## src/rtl/ifu_pkg.sv

```systemverilog
// Shared types and constants for the instruction fetch unit.
package ifu_pkg;

  // Fetch sequencer states: present address, await cache, hold while queue is full.
  typedef enum logic [1:0] {
    StSettle = 2'd0,
    StWait   = 2'd1,
    StFull   = 2'd2
  } ifu_state_t;

  // One buffered fetch: the PC it came from and the returned instruction word.
  typedef struct packed {
    logic [31:0] pc;
    logic [31:0] instr;
  } fetch_entry_t;

  localparam int unsigned INSTR_BYTES = 4;

  // Force an address onto a word boundary.
  function automatic logic [31:0] align_pc(input logic [31:0] addr);
    return {addr[31:2], 2'b00};
  endfunction

endpackage

```

## src/rtl/ifu_fifo.sv

```systemverilog
// Instruction FIFO for the fetch unit. Pointers carry one extra MSB so that
// full and empty are distinguished without a separate occupancy counter.
// Flush empties the queue in one cycle; the head reads as all-zero when empty.
module ifu_fifo
  import ifu_pkg::*;
#(
  parameter int unsigned Depth   = 4,
  parameter type         entry_t = fetch_entry_t
) (
  input  logic   clk_i,
  input  logic   rst_ni,
  input  logic   flush_i,
  input  logic   push_i,
  input  entry_t entry_i,
  input  logic   pop_i,
  output logic   full_o,
  output logic   empty_o,
  output entry_t head_o
);

  localparam int unsigned Aw = (Depth > 1) ? $clog2(Depth) : 1;

  logic [Aw:0]   wr_ptr_q, wr_ptr_d;
  logic [Aw:0]   rd_ptr_q, rd_ptr_d;
  logic [Aw-1:0] wr_idx, rd_idx;
  logic          push_en, pop_en;
  entry_t        mem_q [Depth];

  assign wr_idx = wr_ptr_q[Aw-1:0];
  assign rd_idx = rd_ptr_q[Aw-1:0];

  // Full/empty decode and accepted push/pop; a push into a full queue only
  // proceeds when the head is leaving in the same cycle.
  always_comb begin
    empty_o  = (wr_ptr_q == rd_ptr_q);
    full_o   = (wr_ptr_q[Aw] != rd_ptr_q[Aw]) && (wr_idx == rd_idx);
    pop_en   = pop_i && !empty_o;
    push_en  = push_i && (!full_o || pop_en);
    wr_ptr_d = wr_ptr_q;
    rd_ptr_d = rd_ptr_q;
    if (flush_i) begin
      wr_ptr_d = '0;
      rd_ptr_d = '0;
    end else begin
      if (push_en) wr_ptr_d = wr_ptr_q + (Aw + 1)'(1);
      if (pop_en)  rd_ptr_d = rd_ptr_q + (Aw + 1)'(1);
    end
  end

  // Pointer registers with synchronous active-low reset.
  always_ff @(posedge clk_i) begin
    if (!rst_ni) begin
      wr_ptr_q <= '0;
      rd_ptr_q <= '0;
    end else begin
      wr_ptr_q <= wr_ptr_d;
      rd_ptr_q <= rd_ptr_d;
    end
  end

  // Entry storage; contents are only meaningful between the pointers.
  always_ff @(posedge clk_i) begin
    if (rst_ni && push_en && !flush_i) begin
      mem_q[wr_idx] <= entry_i;
    end
  end

  // Head presentation; zero while empty so idle outputs are deterministic.
  always_comb begin
    head_o = '0;
    if (!empty_o) head_o = mem_q[rd_idx];
  end

endmodule

```

## src/rtl/instruction_fetch_unit.sv

```systemverilog
// Instruction fetch unit: walks a sequential PC, presents it to the cache CPU
// port, queues returned words with their PC and hands them to decode over a
// valid/ready handshake. A redirect flushes everything and restarts at the
// target. Optional performance counters are enabled with IFU_PERF_EN.
module instruction_fetch_unit
  import ifu_pkg::*;
#(
  parameter int unsigned QUEUE_DEPTH = 4,
  parameter logic [31:0] RESET_PC    = 32'h0000_0000
) (
  input  logic        HCLK,
  input  logic        HRESETn,
  output logic [31:0] fetch_addr,
  input  logic [31:0] fetch_data,
  input  logic        fetch_ready,
  input  logic        redirect_valid,
  input  logic [31:0] redirect_pc,
  output logic        instr_valid,
  input  logic        instr_ready,
  output logic [31:0] instr_data,
  output logic [31:0] instr_pc,
  output logic        fetch_busy
`ifdef IFU_PERF_EN
  ,
  output logic [31:0] perf_fetch_cnt,
  output logic [31:0] perf_stall_cnt
`endif
);

  ifu_state_t   state_q, state_d;
  logic [31:0]  pc_q, pc_d;
  logic         push, pop;
  logic         fifo_full, fifo_empty;
  fetch_entry_t push_entry, head;

  // Next-state, PC advance and push decision. The first cycle of a new
  // address (StSettle) ignores fetch_ready because the cache's ready may
  // still belong to the previous address. Redirect overrides everything.
  always_comb begin
    state_d = state_q;
    pc_d    = pc_q;
    push    = 1'b0;
    unique case (state_q)
      StSettle: state_d = StWait;
      StWait: begin
        if (fetch_ready) begin
          if (!fifo_full) begin
            push    = 1'b1;
            pc_d    = pc_q + 32'(INSTR_BYTES);
            state_d = StSettle;
          end else begin
            state_d = StFull;
          end
        end
      end
      StFull: begin
        // Occupancy is the registered view, so a pop this cycle only frees
        // the slot for next cycle's decision.
        if (!fifo_full) state_d = StSettle;
      end
      default: state_d = StSettle;
    endcase
    if (redirect_valid) begin
      state_d = StSettle;
      pc_d    = align_pc(redirect_pc);
      push    = 1'b0;
    end
  end

  // Sequencer state and fetch PC registers.
  always_ff @(posedge HCLK) begin
    if (!HRESETn) begin
      state_q <= StSettle;
      pc_q    <= RESET_PC;
    end else begin
      state_q <= state_d;
      pc_q    <= pc_d;
    end
  end

  // Entry formation and decode-side pop; a redirect cycle discards the pop.
  always_comb begin
    push_entry.pc    = pc_q;
    push_entry.instr = fetch_data;
    pop              = !fifo_empty && instr_ready && !redirect_valid;
  end

  ifu_fifo #(
    .Depth   (QUEUE_DEPTH),
    .entry_t (fetch_entry_t)
  ) u_fifo (
    .clk_i   (HCLK),
    .rst_ni  (HRESETn),
    .flush_i (redirect_valid),
    .push_i  (push),
    .entry_i (push_entry),
    .pop_i   (pop),
    .full_o  (fifo_full),
    .empty_o (fifo_empty),
    .head_o  (head)
  );

  // Output mapping.
  always_comb begin
    fetch_addr  = pc_q;
    fetch_busy  = (state_q == StWait);
    instr_valid = !fifo_empty;
    instr_data  = head.instr;
    instr_pc    = head.pc;
  end

`ifdef IFU_PERF_EN
  logic [31:0] fetch_cnt_q, stall_cnt_q;
  logic        stall_inc;

  // A stall is a WAIT cycle without data or any cycle blocked on a full queue.
  always_comb begin
    stall_inc = ((state_q == StWait) && !fetch_ready) || (state_q == StFull);
  end

  // Saturating counters, cleared only by reset (redirects leave them alone).
  always_ff @(posedge HCLK) begin
    if (!HRESETn) begin
      fetch_cnt_q <= '0;
      stall_cnt_q <= '0;
    end else begin
      if (push && (fetch_cnt_q != 32'hFFFF_FFFF)) fetch_cnt_q <= fetch_cnt_q + 32'd1;
      if (stall_inc && (stall_cnt_q != 32'hFFFF_FFFF)) stall_cnt_q <= stall_cnt_q + 32'd1;
    end
  end

  assign perf_fetch_cnt = fetch_cnt_q;
  assign perf_stall_cnt = stall_cnt_q;
`endif

endmodule

```

## config.mk

```make
export PLATFORM = sky130hd
export DESIGN_NAME = instruction_fetch_unit
export DESIGN_NICKNAME = d
export VERILOG_FILES = /design/src/rtl/ifu_pkg.sv /design/src/rtl/ifu_fifo.sv /design/src/rtl/instruction_fetch_unit.sv
export SDC_FILE = /design/constraint.sdc
export NUM_CORES = 1
export LEC_CHECK = 0
export ABC_CLOCK_PERIOD_IN_PS = 6700
export CAP_MARGIN = 20
export CORE_MARGIN = 5
export CORE_UTILIZATION = 50
export CTS_CLUSTER_SIZE = 12
export DETAILED_ROUTE_END_ITERATION = 16
export PLACE_DENSITY = 0.77
export SYNTH_ARGS = -nofsm -noshare
export SYNTH_HDL_FRONTEND = slang
export SYNTH_HIERARCHICAL = 1
export SYNTH_SLANG_ARGS = --single-unit
```

## constraint.sdc

```tcl
create_clock -name HCLK -period 6.7 [get_ports HCLK]
set_input_delay 1.34 -clock HCLK [delete_from_list [all_inputs] [get_ports HCLK]]
set_output_delay 1.34 -clock HCLK [all_outputs]
set_load 0.1 [all_outputs]
```

# Word-level counts from Yosys, hierarchy flattened
# Memory sizes are Yosys's and may differ from the RTL's. A register that Yosys moved wholly into a read port is not among the register bits.
# Cells that the tools add are included.
# op_classes
n_lt_le_gt_ge	0
mul	0
n_mux	17
shifts	0
n_bitwise	2
reduce_logical	18
add_sub_neg	3
n_eq_ne	8
n_div	0
# ops
operator	count
32-bit 2-to-1 mux	4
64-bit 2-to-1 mux	1
32-bit by 3-bit adder with 32-bit output (second input constant)	1
2-bit 2-to-1 mux	5
1-bit logical AND	7
3-bit by 1-bit adder with 3-bit output (second input constant)	2
1-bit 2-to-1 mux	6
2-bit inequality test (second input constant)	3
2-bit case mux with 3 select lines	1
3-bit AND reduction	2
2-bit nonzero test	2
3-bit == test	1
1-bit zero test	3
2-bit by 1-bit == test with 1-bit output (second input constant)	1
2-bit == test	1
2-bit == test (second input constant)	1
2-bit zero test	1
1-bit inverter	2
2-bit AND reduction	1
2-bit OR reduction	1
1-bit logical OR	1
1-bit inequality test	1
# word_totals
elab_cells	54
reg_bits	40
latchBits	0
memories	1
out_inout_bits	98
input_bits	69
mem_bits_rw	256
rom_bits	0
# memory_table
name	depth	word_bits	rd	rd_ports_with_merged_regs	write_ports	line	source
u_fifo.mem_q	4	64	1	1	1	ifu_fifo.sv:27	entry_t mem_q [Depth];

# Longest topological paths before layout
# Gate-level depths: netlist (run 1).
# logic_depth
ltp_word	11
ltp_mapped	9
depth_no_buf	7

# Modules after synthesis
# The synthesis (run 1) kept the hierarchy.
# by_module_without_submodules
mod	area_per_inst_um2	seq_area_each_um2	n_inst	cells_each
ifu_fifo	10227.3	7847.5	1	465
instruction_fetch_unit	1896.8	640.6	1	241

# Worst setup path before layout (run 1)
# No wires, ideal clock.
# synth_path
path_kind	reg-to-reg
startpoint	register u_fifo.wr_ptr_q[1]
endpoint	memory u_fifo/mem_q[0][0] (netlist bit), enable pin
n_path_buf	2
period_less_slack_ps	7034
path_stages_with_launch	9
t_arrival_ps	6468
setup_ps	565
t_required_ps	6135
setup_slack_ps	-334
path_cell_list	dfxtp_1 > xnor2_1 > and3_2 > buf_6 > buf_6 > inv_1 > and3_1 > o41ai_2 > nor3_1
# synth_via
elab_chain_cells	11
word_cells_on_any_way	18
cone_classes	2 x eq/ne; 6 x mux; 10 x reduce/logical
# synth_lines
element	line	source
start: declaration	ifu_fifo.sv:23	logic [Aw:0] wr_ptr_q, wr_ptr_d;
start signal: assignment	ifu_fifo.sv:56	wr_ptr_q <= wr_ptr_d;
3-bit == test	ifu_fifo.sv:35	empty_o = (wr_ptr_q == rd_ptr_q);
named net fifo_empty	instruction_fetch_unit.sv:33	logic fifo_full, fifo_empty;
1-bit zero test	-	
named net instr_valid	instruction_fetch_unit.sv:18	output logic instr_valid,
1-bit logical AND (2 in a row)	instruction_fetch_unit.sv:85	pop = !fifo_empty && instr_ready && !redirect_valid;
named net pop	instruction_fetch_unit.sv:32	logic push, pop;
1-bit logical AND	ifu_fifo.sv:37	pop_en = pop_i && !empty_o;
1-bit logical OR	ifu_fifo.sv:38	push_en = push_i && (!full_o || pop_en);
1-bit logical AND	ifu_fifo.sv:38	
1-bit logical AND (2 in a row)	ifu_fifo.sv:63	if (rst_ni && push_en && !flush_i) begin
1-bit 2-to-1 mux	ifu_fifo.sv:63	
1-bit 2-to-1 mux (implied by the code)	ifu_fifo.sv:64	mem_q[wr_idx] <= entry_i;
end: declaration	ifu_fifo.sv:27	
# The timed path passes the listed nets, and every way through them passes these cells.

# Final worst setup path (run 1)
# layout_path
startpoint	register u_fifo.wr_ptr_q[2]
endpoint	output instr_pc[31]
# layout_via
elab_chain_cells	2
# layout_lines
element	line	source
3-bit == test	ifu_fifo.sv:35	
named net fifo_empty	instruction_fetch_unit.sv:33	
64-bit 2-to-1 mux	ifu_fifo.sv:71	if (!empty_o) head_o = mem_q[rd_idx];
end: declaration	instruction_fetch_unit.sv:21	output logic [31:0] instr_pc,
# The timed path passes the listed nets, and every way through them passes these cells.

==> results of run 1 <==
[cell usage after synthesis, types with 2 or more instances]
cell      instances  area share
xnor2_1           4      0.0029
buf_6             8      0.0074
nor2b_1          69       0.036
and3_1            6      0.0031
dfxtp_1          40       0.066
a31oi_1          17      0.0088
buf_4             3      0.0019
mux2i_1           6      0.0050
o211a_1           3      0.0025
o21ai_1           5      0.0021
a211oi_1          2      0.0012
nand2b_1          5      0.0026
nand2_1          22      0.0068
or3_1             7      0.0036
or4_1            11      0.0068
inv_1            10      0.0031
nor4_1            2      0.0010
xor2_1            8      0.0058
o211ai_1          3      0.0019
edfxtp_1        256        0.63
nor2_1            7      0.0022
nor3_1            6      0.0025
o31ai_1           9      0.0056
nand3_1          16      0.0066
a21oi_1           8      0.0033
o21ai_0          27       0.011
nand4_1          15      0.0077
and2_1            6      0.0031
clkbuf_1         16      0.0050
ha_1              6      0.0062
buf_2            12      0.0050
mux4_2           64        0.12
and4_1            6      0.0043
a32oi_1           2      0.0014
[registers in the layout, summed over array words and instances, names as in the netlist, named ones only]
register	cells
fetch_addr	30
state_q	2
u_fifo/mem_q	256
u_fifo/rd_ptr_q	3
u_fifo/wr_ptr_q	3
[cell type report]
class / count / share of cell area
Multi-Input combinational cell: 369 / 0.228
Timing Repair Buffer: 176 / 0.116
Clock inverter: 6 / 0.00524
Sequential cell: 296 / 0.564
Clock buffer: 49 / 0.0567
Inverter: 11 / 0.00274
Tap cell: 324 / 0.0269
[cell families (layout without fill, tap and decap cells)]
family | after synthesis | in the layout | synth area share
flops | 296 | 296 | 0.700
simple gates | 188 | 188 | 0.0937
compound gates | 82 | 82 | 0.0432
mux | 70 | 70 | 0.124
buf+inv | 50 | 242 | 0.0226
xor+xnor | 13 | 13 | 0.0100
fa+ha+maj | 6 | 6 | 0.00619
other cells | 1 | 10 | 0.000309
[path summary, 6_finish.rpt]
check                                        start                  to  depth (start not counted)
worst max-delay path            u_fifo/wr_ptr_q[2]        instr_pc[31]                          5
worst min-delay path            u_fifo/wr_ptr_q[2]  u_fifo/wr_ptr_q[2]                          2
worst max register to register  u_fifo/wr_ptr_q[2]  u_fifo/mem_q[3][5]                          7
worst min register to register  u_fifo/wr_ptr_q[2]  u_fifo/wr_ptr_q[2]                          2
[through the flow]
stage / area, sq um / total power [uW]
after global placement: 14100 / 2340
after global routing: 15100 / 4010
final: 15100 / 3880
after floorplan: 12200 / 2250
after detailed placement: 14100 / 2350
after CTS: 15100 / 3920
[per-layer routing]
metal	global-route usage	vias up	share of wire
met5	0	-	0
met4	0.0366	0	0.013
met3	0.0403	29	0.065
met2	0.309	239	0.49
met1	0.254	3544	0.43
li1	-	3169	-
[power by group]
part           internal (uW)  switching, uW  total [uW]
logic                   80.1            176         256
clock network            940            631        1570
registers               2020           36.3        2060
total                   3040            843        3880
[critical path, cell delays in order (launching register included)]
cell and delay [ps]:
dfxtp_1 340, xnor2_2 330, and3_2 910, buf_4 440, nor2b_1 80, clkdlybuf4s50_1 1020
==> results_dict.tcl, run 1 <==
set metrics [dict create \
    netlist_area_sq_mm 0.0121 \
    setup_viol 0 \
    die_h_um 166 \
    htreeDepth 1 \
    grt_pass1_vias 7106 \
    clk_path_buf_depth 3 \
    drive_gt1_frac 0.142 \
    fin_nets 959 \
    dp.cells 1176 \
    clk_pin_slew_ps 60 \
    cap_violations 0 \
    synth_flop_cell "edfxtp_1" \
    firstDrtPassIters 4 \
    crit_path_end_kind "output pin" \
    cp.required_ps 5360 \
    cts_tree "yes" \
    antenna_left 0 \
    crit_type "reg -> out" \
    ir_worst_vdd_v 0.000153 \
    syn-instance-count 706 \
    place_hpwl_um 16100 \
    grt_pass1_wl_um 40700 \
    antenna_found_initial 0 \
    cts-root-buf "clkbuf_16" \
    ys_seq_area_frac 0.700 \
    stdcell_count 1231 \
    io_pins 167 \
    setup_tns_ps 0 \
    drc 0 \
    syn_avg_cell_area_sq_um 17.2 \
    register_area_sq_mm 0.00850 \
    fill_cells 1790 \
    rrSetupSlack_ps 2900 \
    synth_edf_count 256 \
    fin_ws_ps 1680 \
    cp.arrival_ps 3680 \
    drt-total-wl_um 25600 \
    wl_per_cell_um 20.8 \
    p_per_area_mw_per_mm2 258 \
    yosys_warnings 6 \
    hold_path.class "reg -> reg" \
    std_cell_rows 57 \
    ys_types 53 \
    dp_slack_ps 1910 \
    initial_core_util 0.503 \
    cts_made_buffers 30 \
    finalHoldViolations 0 \
    place.gp.congestion 0.815 \
    area_growth_pct 24.1 \
    critPathMaxFanout 40 \
    cp-start-kind "register" \
    finalClockSkew_ps 18.0 \
    vias_per_cell 5.67 \
    grt_usage 0.184 \
    async_flop_share 0 \
    die_area_sq_mm 0.0275 \
    clock_latency_ps 540 \
    p_leak_uw 0.00471 \
    final_cell_mix "256 x edfxtp_1, 162 x clkdlybuf4s50_1, 68 x nor2b_1" \
    cts_hold_buf 0 \
    final_max_slew_viol_count 0 \
    cts_sinks 296 \
    port_buffers 162 \
    multiInputGateArea_sq_mm 0.00342 \
    n_antenna_cell 0 \
    grt_overflow 0 \
    ys_ff_latch 296 \
    worst_pin_slew_ps 1070 \
    slew_headroom 0.283 \
    status "completed" \
    hold_ws_ps 520 \
    layout_commonest_cell "edfxtp_1" \
    utilization 0.624 \
    core-area_sq_mm 0.0241 \
    post_cts_resized 0 \
    grt_max_degree 65 \
    final.min_clock_period_ps 5020 \
    chipWidth_um 166 \
    vias 6981 \
    cts_setup_buffers 0 \
    fin_crit_sh 0.749 \
    fmaxAchievable_mhz 199 \
    grt_setup_unrepaired "no" \
    drt_iter0_markers 482 \
]
(Power assumes the default switching activity.)
==> run 2: changes to the inputs <==
--- a/config.mk
+++ b/config.mk
@@ -5,13 +5,13 @@
 export SDC_FILE = /design/constraint.sdc
 export NUM_CORES = 1
 export LEC_CHECK = 0
-export ABC_CLOCK_PERIOD_IN_PS = 6700
+export ABC_CLOCK_PERIOD_IN_PS = 4900
 export CAP_MARGIN = 20
 export CORE_MARGIN = 5
-export CORE_UTILIZATION = 50
+export CORE_UTILIZATION = 55
 export CTS_CLUSTER_SIZE = 12
 export DETAILED_ROUTE_END_ITERATION = 16
-export PLACE_DENSITY = 0.77
+export PLACE_DENSITY = 0.8
 export SYNTH_ARGS = -nofsm -noshare
 export SYNTH_HDL_FRONTEND = slang
 export SYNTH_HIERARCHICAL = 1
==> constraint.sdc (replaced) <==
create_clock -name HCLK -period 4.9 [get_ports HCLK]
set_input_delay 0.98 -clock HCLK [delete_from_list [all_inputs] [get_ports HCLK]]
set_output_delay 0.98 -clock HCLK [all_outputs]
set_load 0.1 [all_outputs]
==> run 2 against run 1 <==
  * Non-clock buffer count rose by 4
  * Worst setup slack got worse by 1100 ps
  * Global-route usage rose by 1.7 points
  * Largest power group unchanged
==> results_dict.tcl, run 2 (synthesized netlist as in run 1, its figures left out) <==
set metrics [dict create \
    status "completed" \
    std_cell_rows 54 \
    final_max_slew_viol_count 0 \
    die_area_sq_mm 0.0251 \
    top_register "u_fifo/mem_q" \
    cp.arrival_ps 3380 \
    area_growth_pct 23.4 \
    rrSetupSlack_ps 1420 \
    wl_per_cell_um 21.1 \
    place_hpwl_um 15900 \
    grt_overflow 0 \
    antenna_left 0 \
    grt_max_degree 53 \
    crit_path_end_kind "output pin" \
    drt_iter0_markers 475 \
    worst_pin_slew_ps 1030 \
    drc 0 \
    ir_worst_vdd_v 0.000234 \
    clk_pin_slew_ps 60 \
    p_per_area_mw_per_mm2 354 \
    place.gp.congestion 0.855 \
    finalClockSkew_ps 22.3 \
    cp.required_ps 3920 \
    n_antenna_cell 0 \
    port_buffers 162 \
    grt_usage 0.202 \
    initial_core_util 0.557 \
    clk_path_buf_depth 3 \
    finalHoldViolations 0 \
    critPathSlowestCell "clkdlybuf4s50_1" \
    hold_ws_ps 511 \
    vias_per_cell 5.87 \
    fin_nets 964 \
    cp_cell_sequence "xnor2_2 > and3_2 > buf_4 > nor2b_1 > clkdlybuf4s50_1" \
    chipWidth_um 158 \
    core-area_sq_mm 0.0218 \
    setup_viol 0 \
    final_cell_mix "256 x edfxtp_1, 128 x clkdlybuf4s50_1, 68 x nor2b_1" \
    antenna_found_initial 0 \
    max_stage_delay_ps 970 \
    cp-start-kind "register" \
    htreeDepth 1 \
    crit_type "reg -> out" \
    fin_crit_sh 0.891 \
    drive_gt1_frac 0.188 \
    utilization 0.688 \
    cap_violations 0 \
    cts_setup_buffers 0 \
    post_cts_resized 0 \
    largest_reg_flops 256 \
    firstDrtPassIters 5 \
    vias 7006 \
    grt_setup_unrepaired "no" \
    die_h_um 158 \
    cts_hold_buf 0 \
    hold_path.class "reg -> reg" \
    cts_sinks 296 \
    cts_made_buffers 31 \
    cts_tree "yes" \
    fmaxAchievable_mhz 229 \
    cts-root-buf "clkbuf_16" \
    io_pins 167 \
    p_leak_uw 0.00483 \
    critPathMaxFanout 35 \
    clock_latency_ps 550 \
    grt_pass1_wl_um 39000 \
    drt-total-wl_um 25200 \
    grt_pass1_vias 6953 \
    final.min_clock_period_ps 4360 \
    slew_headroom 0.314 \
    layout_commonest_cell "edfxtp_1" \
]
## run 2: cell count changes in the layout (fill, tap and decap cells not counted), sizes merged
| cell | delta |
|---|---|
| buf | +38 |
| bufinv | -2 |
| clkbuf | -1 |
| clkdlybuf4s50 | -34 |
| clkinv | +4 |
| inv | +1 |
## run 2: layout make-up
| type | count | area (sq um) |
|---|---|---|
| Inverter | 11 | 41.3 |
| Fill cell | 1418 | 6800 |
| Multi-Input combinational cell | 369 | 3440 |
| Clock buffer | 48 | 900 |
| Clock inverter | 9 | 43.8 |
| Timing Repair Buffer | 180 | 1680 |
| Sequential cell | 296 | 8500 |
| Tap cell | 280 | 350 |
## run 2: critical path, delay by kind of cell, from the launching register on
family	cells	cell delay, ps
buf+inv	2	1280
simple gates	2	880
xor+xnor	1	320
flops	1	340
## run 2: worst paths after layout
kind	from	end	depth (start not counted)
setup reg to reg	u_fifo/wr_ptr_q[2]	u_fifo/mem_q[2][47]	9
hold reg to reg	state_q[1]	state_q[0]	1
hold / removal	state_q[1]	state_q[0]	1
setup / recovery	u_fifo/wr_ptr_q[2]	instr_data[6]	5
## run 2: per-layer routing
layer | routed length [um] | track usage | up-vias | share of wire
met1 | 10700 | 0.291 | 3481 | 0.43
li1 | - | - | 3191 | -
met3 | 2170 | 0.0383 | 30 | 0.086
met2 | 11900 | 0.328 | 304 | 0.47
met5 | 0 | 0 | - | 0
met4 | 413 | 0.0410 | 0 | 0.016
## run 2: report_power, final
group          leakage, uW  internal [uW]  switching (uW)  total, uW
sequential         0.00266           2760            50.0       2810
clock             0.000465           1250             879       2130
combinational      0.00170            110             242        351
## run 2: per-stage QoR
step	setup WS, ps	cells	total power (uW)	setup TNS, ps	area [sq um]
floorplan	-201	715	3070	-38590	12200
global placement	1100	1136	3210	0	14000
detailed placement	992	1136	3210	0	14000
CTS	487	1193	5340	0	15000
global route	400	1193	5480	0	15000
finish	535	1193	5290	0	15000
==> run 3: changes to the inputs <==
--- a/config.mk
+++ b/config.mk
@@ -9,6 +9,7 @@
 export CAP_MARGIN = 20
 export CORE_MARGIN = 5
 export CORE_UTILIZATION = 55
+export CTS_BUF_LIST = sky130_fd_sc_hd__clkbuf_16
 export CTS_CLUSTER_SIZE = 12
 export DETAILED_ROUTE_END_ITERATION = 16
 export PLACE_DENSITY = 0.8
==> run 3 against run 2 <==
  * Combinational power barely moved
  * Cell count stayed put
  * Final area fell by 0.40%
  * Wire length hardly changed
  * Sequential power is essentially flat
  * Maximum frequency rose by 0.43%
  * Hold slack got worse by 1.8 ps
  * Utilization decreased by 0.28 points
  * Critical path type unchanged
  * Highest routed layer unchanged
==> results_dict.tcl, run 3 (synthesized netlist as in run 1, its figures left out) <==
set metrics [dict create \
    clk_pin_slew_ps 60 \
    cts_sinks 296 \
    critPathMaxFanout 35 \
    hold_path.class "reg -> reg" \
    p_per_area_mw_per_mm2 348 \
    grt_pass1_vias 6927 \
    clock_latency_ps 550 \
    firstDrtPassIters 4 \
    vias 6946 \
    die_h_um 158 \
    slew_headroom 0.310 \
    fin_nets 964 \
    rrSetupSlack_ps 1440 \
    crit_start "u_fifo/wr_ptr_q[2]" \
    cts_tree "yes" \
    ir_worst_vdd_v 0.000236 \
    antenna_left 0 \
    r2r_end "u_fifo/mem_q[2][46]" \
    cts_made_buffers 31 \
    n_antenna_cell 0 \
    fin_crit_sh 0.887 \
    wl_per_cell_um 21.1 \
    grt_max_degree 53 \
    max_stage_delay_ps 970 \
    core-area_sq_mm 0.0218 \
    drive_gt1_frac 0.182 \
    cp.required_ps 3920 \
    finalHoldViolations 0 \
    clk_path_buf_depth 3 \
    die_area_sq_mm 0.0251 \
    final_max_slew_viol_count 0 \
    post_cts_resized 0 \
    crit_path_end_kind "output pin" \
    chipWidth_um 158 \
    holdCritStartpoint "state_q[1]" \
    place_hpwl_um 15900 \
    largest_reg_flops 256 \
    cts_hold_buf 0 \
    place.gp.congestion 0.855 \
    area_growth_pct 22.9 \
    finalClockSkew_ps 21.8 \
    io_pins 167 \
    drt-total-wl_um 25200 \
    cts-root-buf "clkbuf_16" \
    path_buf_inv 2 \
    whs_path_depth 1 \
    drt_iter0_markers 481 \
    setup_tns_ps 0 \
    cts_setup_buffers 0 \
    p_leak_uw 0.00484 \
    top_register "u_fifo/mem_q" \
    critical_path_depth 5 \
    cap_violations 0 \
    layout_commonest_cell "edfxtp_1" \
    cp.arrival_ps 3370 \
    grt_pass1_wl_um 38900 \
    htreeDepth 1 \
    final_cell_mix "256 x edfxtp_1, 128 x clkdlybuf4s50_1, 68 x nor2b_1" \
    critPathSlowestCell "clkdlybuf4s50_1" \
    cp_cell_sequence "xnor2_2 > and3_2 > buf_4 > nor2b_1 > clkdlybuf4s50_1" \
    grt_setup_unrepaired "no" \
    hold_end "state_q[0]" \
    reg2reg_from "u_fifo/wr_ptr_q[2]" \
    worst_pin_slew_ps 1030 \
    power_uw 5180 \
    grt_usage 0.201 \
    fmaxAchievable_mhz 230 \
    drc 0 \
    worstRegToRegCells 9 \
    final.min_clock_period_ps 4350 \
    cp-start-kind "register" \
    vias_per_cell 5.82 \
    crit_type "reg -> out" \
    status "completed" \
    port_buffers 162 \
    grt_overflow 0 \
    antenna_found_initial 0 \
    initial_core_util 0.557 \
    cpLargestDelayFamily "buffers and inverters" \
    std_cell_rows 54 \
    setup_viol 0 \
]
run 3: how the worst max path moves through the flow:
stage	endpoint
global route	instr_data[6]
detailed placement	u_fifo/mem_q[3][39]
CTS	instr_data[6]
global placement	u_fifo/mem_q[3][39]
finish	instr_data[6]
floorplan	u_fifo/mem_q[1][0]
run 3: per-stage QoR:
stage	setup WS, ps	hold slack, ps	cell area [sq um]	instances	util
global placement	1100	491	14000	1136	0.644
floorplan	-201	446	12200	715	-
CTS	487	509	14900	1193	0.685
global route	402	539	14900	1193	0.685
finish	554	509	14900	1193	0.685
detailed placement	992	503	14000	1136	0.644
run 3: per-layer routing:
metal,vias up,wire length (um),track usage,part of all wire
met2,303,11900,0.327,0.47
met5,-,0,0,0
met1,3427,10800,0.290,0.43
met3,26,2090,0.0383,0.083
li1,3190,-,-,-
met4,0,378,0.0410,0.015
run 3: cell type report:
| type | count | area, sq um |
|---|---|---|
| sequential | 296 | 8500 |
| timing repair buffer | 180 | 1680 |
| inverter | 11 | 41.3 |
| clock inverter | 26 | 108 |
| multi-input combinational | 369 | 3440 |
| clock buffer | 31 | 776 |
| tap | 280 | 350 |
| fill | 1431 | 6860 |
run 3: report_power, final:
group	leakage (uW)	total, uW	internal [uW]	switching, uW
clock	0.000476	2010	1130	880
combinational	0.00170	352	110	242
sequential	0.00266	2810	2760	50.3
